File: src/rtl/issue_scoreboard_pkg.sv
// Shared constants, ALU op encodings and a select-check helper for the issue stage.
// Pure declarations: no latency and no flow control of its own.
package issue_scoreboard_pkg;

  localparam int SEL_W = 32;
  localparam logic [SEL_W-1:0] REG_ZERO_MASK = 32'h1;

  typedef enum logic [2:0] {
    ALU_ADD = 3'b000,
    ALU_OR  = 3'b010,
    ALU_SUB = 3'b011,
    ALU_AND = 3'b100,
    ALU_XOR = 3'b110
  } alu_op_e;

  function automatic logic is_onehot(input logic [SEL_W-1:0] v);
    return (v != '0) && ((v & (v - 1'b1)) == '0);
  endfunction

endpackage

File: src/rtl/issue_scoreboard_shift.sv
// Pending-destination shift register; busy is a combinational OR of the live stages.
// One shift per clock, no stall input: entries age out unconditionally or drop on clear.
module scoreboard_shift
  import issue_scoreboard_pkg::*;
#(
  parameter int DEPTH = 3
) (
  input  logic             clk,
  input  logic             reset,
  input  logic             clear,
  input  logic [SEL_W-1:0] wr_mask,
  output logic [SEL_W-1:0] busy
);

  // The register file is written on the edge closing cycle t+DEPTH-1, so a reader
  // at t+DEPTH already sees the value: only DEPTH-1 stages need to block decode.
  localparam int STAGES = (DEPTH > 1) ? DEPTH - 1 : 1;

  logic [SEL_W-1:0] pend [STAGES];

  always_ff @(posedge clk) begin
    if (reset || clear) begin
      for (int k = 0; k < STAGES; k++) pend[k] <= '0;
    end else begin
      pend[0] <= wr_mask & ~REG_ZERO_MASK;
      for (int k = 1; k < STAGES; k++) pend[k] <= pend[k-1];
    end
  end

  always_comb begin
    busy = '0;
    for (int k = 0; k < STAGES; k++) busy = busy | pend[k];
    busy = busy & ~REG_ZERO_MASK;
    if (DEPTH <= 1) busy = '0;
  end

endmodule

File: src/rtl/issue_scoreboard.sv
// RAW-interlocked issue stage: decode is held while a source register is still pending.
// Execute outputs are registered (1-cycle latency); id_ready drops on conflict or flush.
module issue_scoreboard
  import issue_scoreboard_pkg::*;
#(
  parameter int DEPTH = 3,
  parameter int CNT_W = 16
) (
  input  logic             clk,
  input  logic             reset,
  input  logic             id_valid,
  output logic             id_ready,
  input  logic [SEL_W-1:0] id_aselect,
  input  logic [SEL_W-1:0] id_bselect,
  input  logic [SEL_W-1:0] id_dselect,
  input  logic             id_imm,
  input  logic [2:0]       id_s,
  input  logic             id_cin,
  input  logic             flush,
  output logic             ex_valid,
  output logic [SEL_W-1:0] ex_aselect,
  output logic [SEL_W-1:0] ex_bselect,
  output logic [SEL_W-1:0] ex_dselect,
  output logic             ex_imm,
  output logic [2:0]       ex_s,
  output logic             ex_cin,
  output logic [CNT_W-1:0] stall_cnt,
  output logic             sel_err
);

  logic [SEL_W-1:0] busy;
  logic [SEL_W-1:0] wr_mask;
  logic             haz_a, haz_b, conflict, issue, sel_bad;

  // In immediate form rt is the destination, not a source, so it cannot interlock.
  assign haz_a    = |(id_aselect & busy);
  assign haz_b    = !id_imm && |(id_bselect & busy);
  assign conflict = haz_a || haz_b;
  assign id_ready = !conflict && !flush;
  assign issue    = id_valid && id_ready;
  assign wr_mask  = issue ? id_dselect : '0;
  assign sel_bad  = !is_onehot(id_aselect) || !is_onehot(id_bselect) || !is_onehot(id_dselect);

  scoreboard_shift #(.DEPTH(DEPTH)) u_sb (
    .clk     (clk),
    .reset   (reset),
    .clear   (flush),
    .wr_mask (wr_mask),
    .busy    (busy)
  );

  always_ff @(posedge clk) begin
    if (reset) begin
      ex_valid   <= 1'b0;
      ex_aselect <= '0;
      ex_bselect <= '0;
      ex_dselect <= '0;
      ex_imm     <= 1'b0;
      ex_s       <= '0;
      ex_cin     <= 1'b0;
      stall_cnt  <= '0;
      sel_err    <= 1'b0;
    end else begin
      ex_valid <= issue;
      if (issue) begin
        ex_aselect <= id_aselect;
        ex_bselect <= id_bselect;
        ex_dselect <= id_dselect;
        ex_imm     <= id_imm;
        ex_s       <= id_s;
        ex_cin     <= id_cin;
      end
      if (id_valid && conflict && !flush && (stall_cnt != '1))
        stall_cnt <= stall_cnt + 1'b1;
      if (id_valid && sel_bad)
        sel_err <= 1'b1;
    end
  end

endmodule

File: config.mk
export PLATFORM = sky130hd
export DESIGN_NAME = issue_scoreboard
export DESIGN_NICKNAME = d
export VERILOG_FILES = /design/src/rtl/issue_scoreboard_pkg.sv /design/src/rtl/issue_scoreboard_shift.sv /design/src/rtl/issue_scoreboard.sv
export SDC_FILE = /design/constraint.sdc
export NUM_CORES = 1
export LEC_CHECK = 0
export CAP_MARGIN = 0
export CORE_ASPECT_RATIO = 1.2
export CORE_MARGIN = 5
export CORE_UTILIZATION = 47
export DETAILED_ROUTE_END_ITERATION = 10
export PLACE_DENSITY = 0.82
export SYNTH_ARGS = -nofsm -noshare
export SYNTH_HDL_FRONTEND = slang
export SYNTH_SLANG_ARGS = --single-unit
File: constraint.sdc
create_clock -name clk -period 6.9 [get_ports clk]
set_input_delay 0.69 -clock clk [delete_from_list [all_inputs] [get_ports clk]]
set_output_delay 0.69 -clock clk [all_outputs]
set_load 0.005 [all_outputs]
==> flow_summary_export.csv <==
group,metric,value,unit
finish,drive_above_1_share,0.0480,
synth,async_reset_ff_frac,0,
placed_design,io_buffers,224,
routing,vias,7191,
setup_path,path_max_fanout,7,
global_route,antenna_found_initial,0,
clock_tree,cts_tree,"done",
outcome,status,"finished clean",
finish,final_common_cell,"clkdlybuf4s50_1",
clock_tree,postCtsSetupRepairBufs,0,
sta,fin_skew,0.00695,ns
floorplan,rows,51,
clock_tree,clkTransAtPathRegs,0.06,ns
synth,avgSynthCellArea,9.15,um2
sta,slew_violations,0,
setup_path,cp_common_cell,"nor4_1",
synth,synthAdderAreaFrac,0.00312,
synth,synthFlopType,"dfxtp_1",
floorplan,coreArea,16100,um2
sta,hold_viol,0,
setup_path,worst-path-buf-inv,1,
finish,fin_nets,1156,
clock_tree,htree_levels,4,
synth,synth_area,7630,um2
clock_tree,ctsRootBufferMaster,"clkbuf_16",
finish,final_cell_mix,"223 x clkdlybuf4s50_1, 181 x dfxtp_1, 143 x nor2_1, 103 x mux2i_1, 82 x o21ai_0",
synth,synth-seq-area-share,0.475,
finish,antennaDiodeCount,0,
floorplan,die_w,126,um
global_route,overflow,0,
synth,yosys_warnings,0,
hold_path,hold_path_class,"reg2reg",
sta,tns,0,ns
synth,muxShareOfSynthArea,0.138,
routing,drtPass1Iterations,8,
placed_design,hpwlAfterDp,19.3,mm
synth,synthSimpleGateAreaFrac,0.237,
routing,drc_errors,0,
floorplan,start_util,0.474,
clock_tree,post_cts_resized,0,
placed_design,placed_area,10100,um2
setup_path,startpoint_type,"input pin",
synth,synthXorXnorAreaFrac,0.0126,
routing,vias_per_cell,5.64,
synth,synth_top_family_by_area,"simple AND/OR/NAND/NOR gates",
global_route,grt_pass1_wl,38.6,mm
sta,min_period_over_period,0.575,
synth,syn_nets,939,
finish,postLayoutCellArea,10600,um2
clock_tree,cts_buffers,17,
setup_path,cp_slowest_stage_delay,1.02,ns
setup_path,critical-path-top-delay-family,"simple AND/OR/NAND/NOR gates",
finish,area_growth_syn_to_layout,39.4,%
clock_tree,clk_latency,0.44,ns
clock_tree,cts_hold_buf,0,
sta,max_slew.worst_pin.slew,1.09,ns
setup_path,path_class,"in2reg",
sta,min_period,3.97,ns
routing,antenna_left,0,
routing,wl,25.2,mm
clock_tree,clk_path_buf_depth,2,
floorplan,dieArea,18900,um2
global_route,first_global_vias,6919,
placed_design,gp_congestion,0.971,
sta,timing.fmax,0.252,GHz
sta,finalSetupViolCount,0,
setup_path,cp-end-kind,"flip-flop",
global_route,grt_use_total,0.263,
setup_path,cp_slowest_cell,"nor4_1",
setup_path,worstPathArrival,4.26,ns
setup_path,required,7.20,ns
synth,synthCells,833,
floorplan,die_h,150,um
sta,relSlewSlack,0.266,
floorplan,io_pins,225,
pwr,power_leakage,3.69,nW
synth,ys_types,56,
global_route,grt_start_max_net_pins,73,
pwr,power-per-cell-area,258,nW/um2
synth,synth-compound-area-share,0.116,
routing,wl_per_cell,19.8,um
pwr,ir_drop,0.169,mV
flow_run,cap_violations,0,
routing,drt_iter0_markers,576,
setup_path,worstPathCellList,"clkdlybuf4s50_1 -> nor3_1 -> nand4b_1 -> nor4_1 -> o2111ai_1 -> nor2_1 -> o211ai_1 -> nor4_1 -> a211oi_1",
synth,synth-edff-count,0,
synth,synth-seq-cells,181,
clock_tree,cts.sinks,181,
finish,nFillCells,1293,
sta,rsz0062_at_grt,"no",
-- registers in the layout (all words and copies together), names as in the netlist --
name        cells
ex_valid        1
ex_imm          1
ex_dselect     32
ex_bselect     32
ex_cin          1
ex_aselect     32
stall_cnt      16
sel_err         1
u_sb.pend      62
ex_s            3
-- per-stage QoR --
step	std cells	util	hold slack (ns)	total power [mW]	setup slack, ns
6_report	1275	0.661	0.482	2.74	2.93
5_1_grt	1275	0.661	0.498	2.85	2.85
4_1_cts	1275	0.661	0.476	2.75	3.14
3_5_place_dp	1243	0.626	0.461	1.81	2.69
3_3_place_gp	1243	0.626	0.458	1.81	2.64
2_1_floorplan	833	-	0.442	1.49	3.86
-- cell usage after synthesis (2+ instances only) --
cell       number  share of area
dfxtp_1       181           0.48
nor2_1        144          0.071
mux2i_1       103           0.14
o21ai_0        82          0.054
and2_1         63          0.052
nand4_1        25          0.021
nor3_1         25          0.016
clkbuf_1       21          0.010
nor4_1         21          0.017
nand2_1        18         0.0089
a21oi_1        14         0.0092
nand3_1        13         0.0085
buf_1           9         0.0044
o31ai_1         9         0.0089
or3_1           9         0.0074
xnor2_1         9          0.010
inv_1           7         0.0034
a22oi_1         6         0.0059
nand2b_1        6         0.0049
a211oi_1        5         0.0049
o32ai_1         5         0.0057
or4_1           5         0.0049
nand3b_1        4         0.0039
a2111oi_0       3         0.0034
a21bo_2         3         0.0039
nand4b_1        3         0.0034
nor2b_1         3         0.0025
o2111ai_1       3         0.0034
a222oi_1        2         0.0026
a31oi_1         2         0.0016
and3_1          2         0.0016
and4_1          2         0.0023
mux2_2          2         0.0030
xor2_1          2         0.0023
-- final cells by class --
cell class / count / area, um2 / area share
multi-input combinational: 614 / 3870 / 0.364
timing repair buffer: 229 / 2280 / 0.214
inverter: 7 / 26.3 / 0.00247
tap: 212 / 265 / 0.0250
clock inverter: 13 / 131 / 0.0124
sequential: 181 / 3620 / 0.341
clock buffer: 19 / 433 / 0.0407
-- power breakdown --
part | leakage, nW | switching, mW | internal [mW]
Combinational | 1.95 | 0.294 | 0.321
Sequential | 1.47 | 0.0486 | 1.13
Clock | 0.277 | 0.409 | 0.531
-- worst register-to-register path, cell delays in order, from the launching register on --
cell and delay, ns:
dfxtp_1 0.33, o21ai_0 0.33, nand4_1 0.16, nor4_1 0.38, a21oi_1 0.21, nor3_2 0.24, buf_4 0.41, buf_4 0.70
mux2i_1 0.31, nor2_1 0.05
-- worst paths after layout --
check             slack [ns]  cells past startpoint        startpoint                to
setup reg to reg        3.64                      9   u_sb.pend[0][8]    ex_dselect[15]
setup / recovery        2.93                      9     id_bselect[1]           sel_err
hold / removal          0.48                      1  u_sb.pend[0][28]  u_sb.pend[0][60]
hold reg to reg         0.48                      1  u_sb.pend[0][28]  u_sb.pend[0][60]
-- layer usage --
metal | global-route usage | routed length [um] | share of wire | vias up
li1 | - | - | - | 3433
met5 | 0 | 0 | 0 | -
met2 | 0.437 | 12200 | 0.48 | 329
met4 | 0.110 | 727 | 0.029 | 0
met3 | 0.0568 | 1850 | 0.073 | 47
met1 | 0.331 | 10400 | 0.41 | 3382
-- logic make-up (layout without fill, tap and decap cells) --
family                     after synthesis  count (layout)
muxes                                  105             105
adders and majority gates                2               2
buffers and inverters                   38             268
xor gates and xnor gates                11              11
and+or+nand+nor                        351             351
AOI/OAI and AO/OA                      145             145
DFF                                    181             181
(Power assumes the default switching activity.)
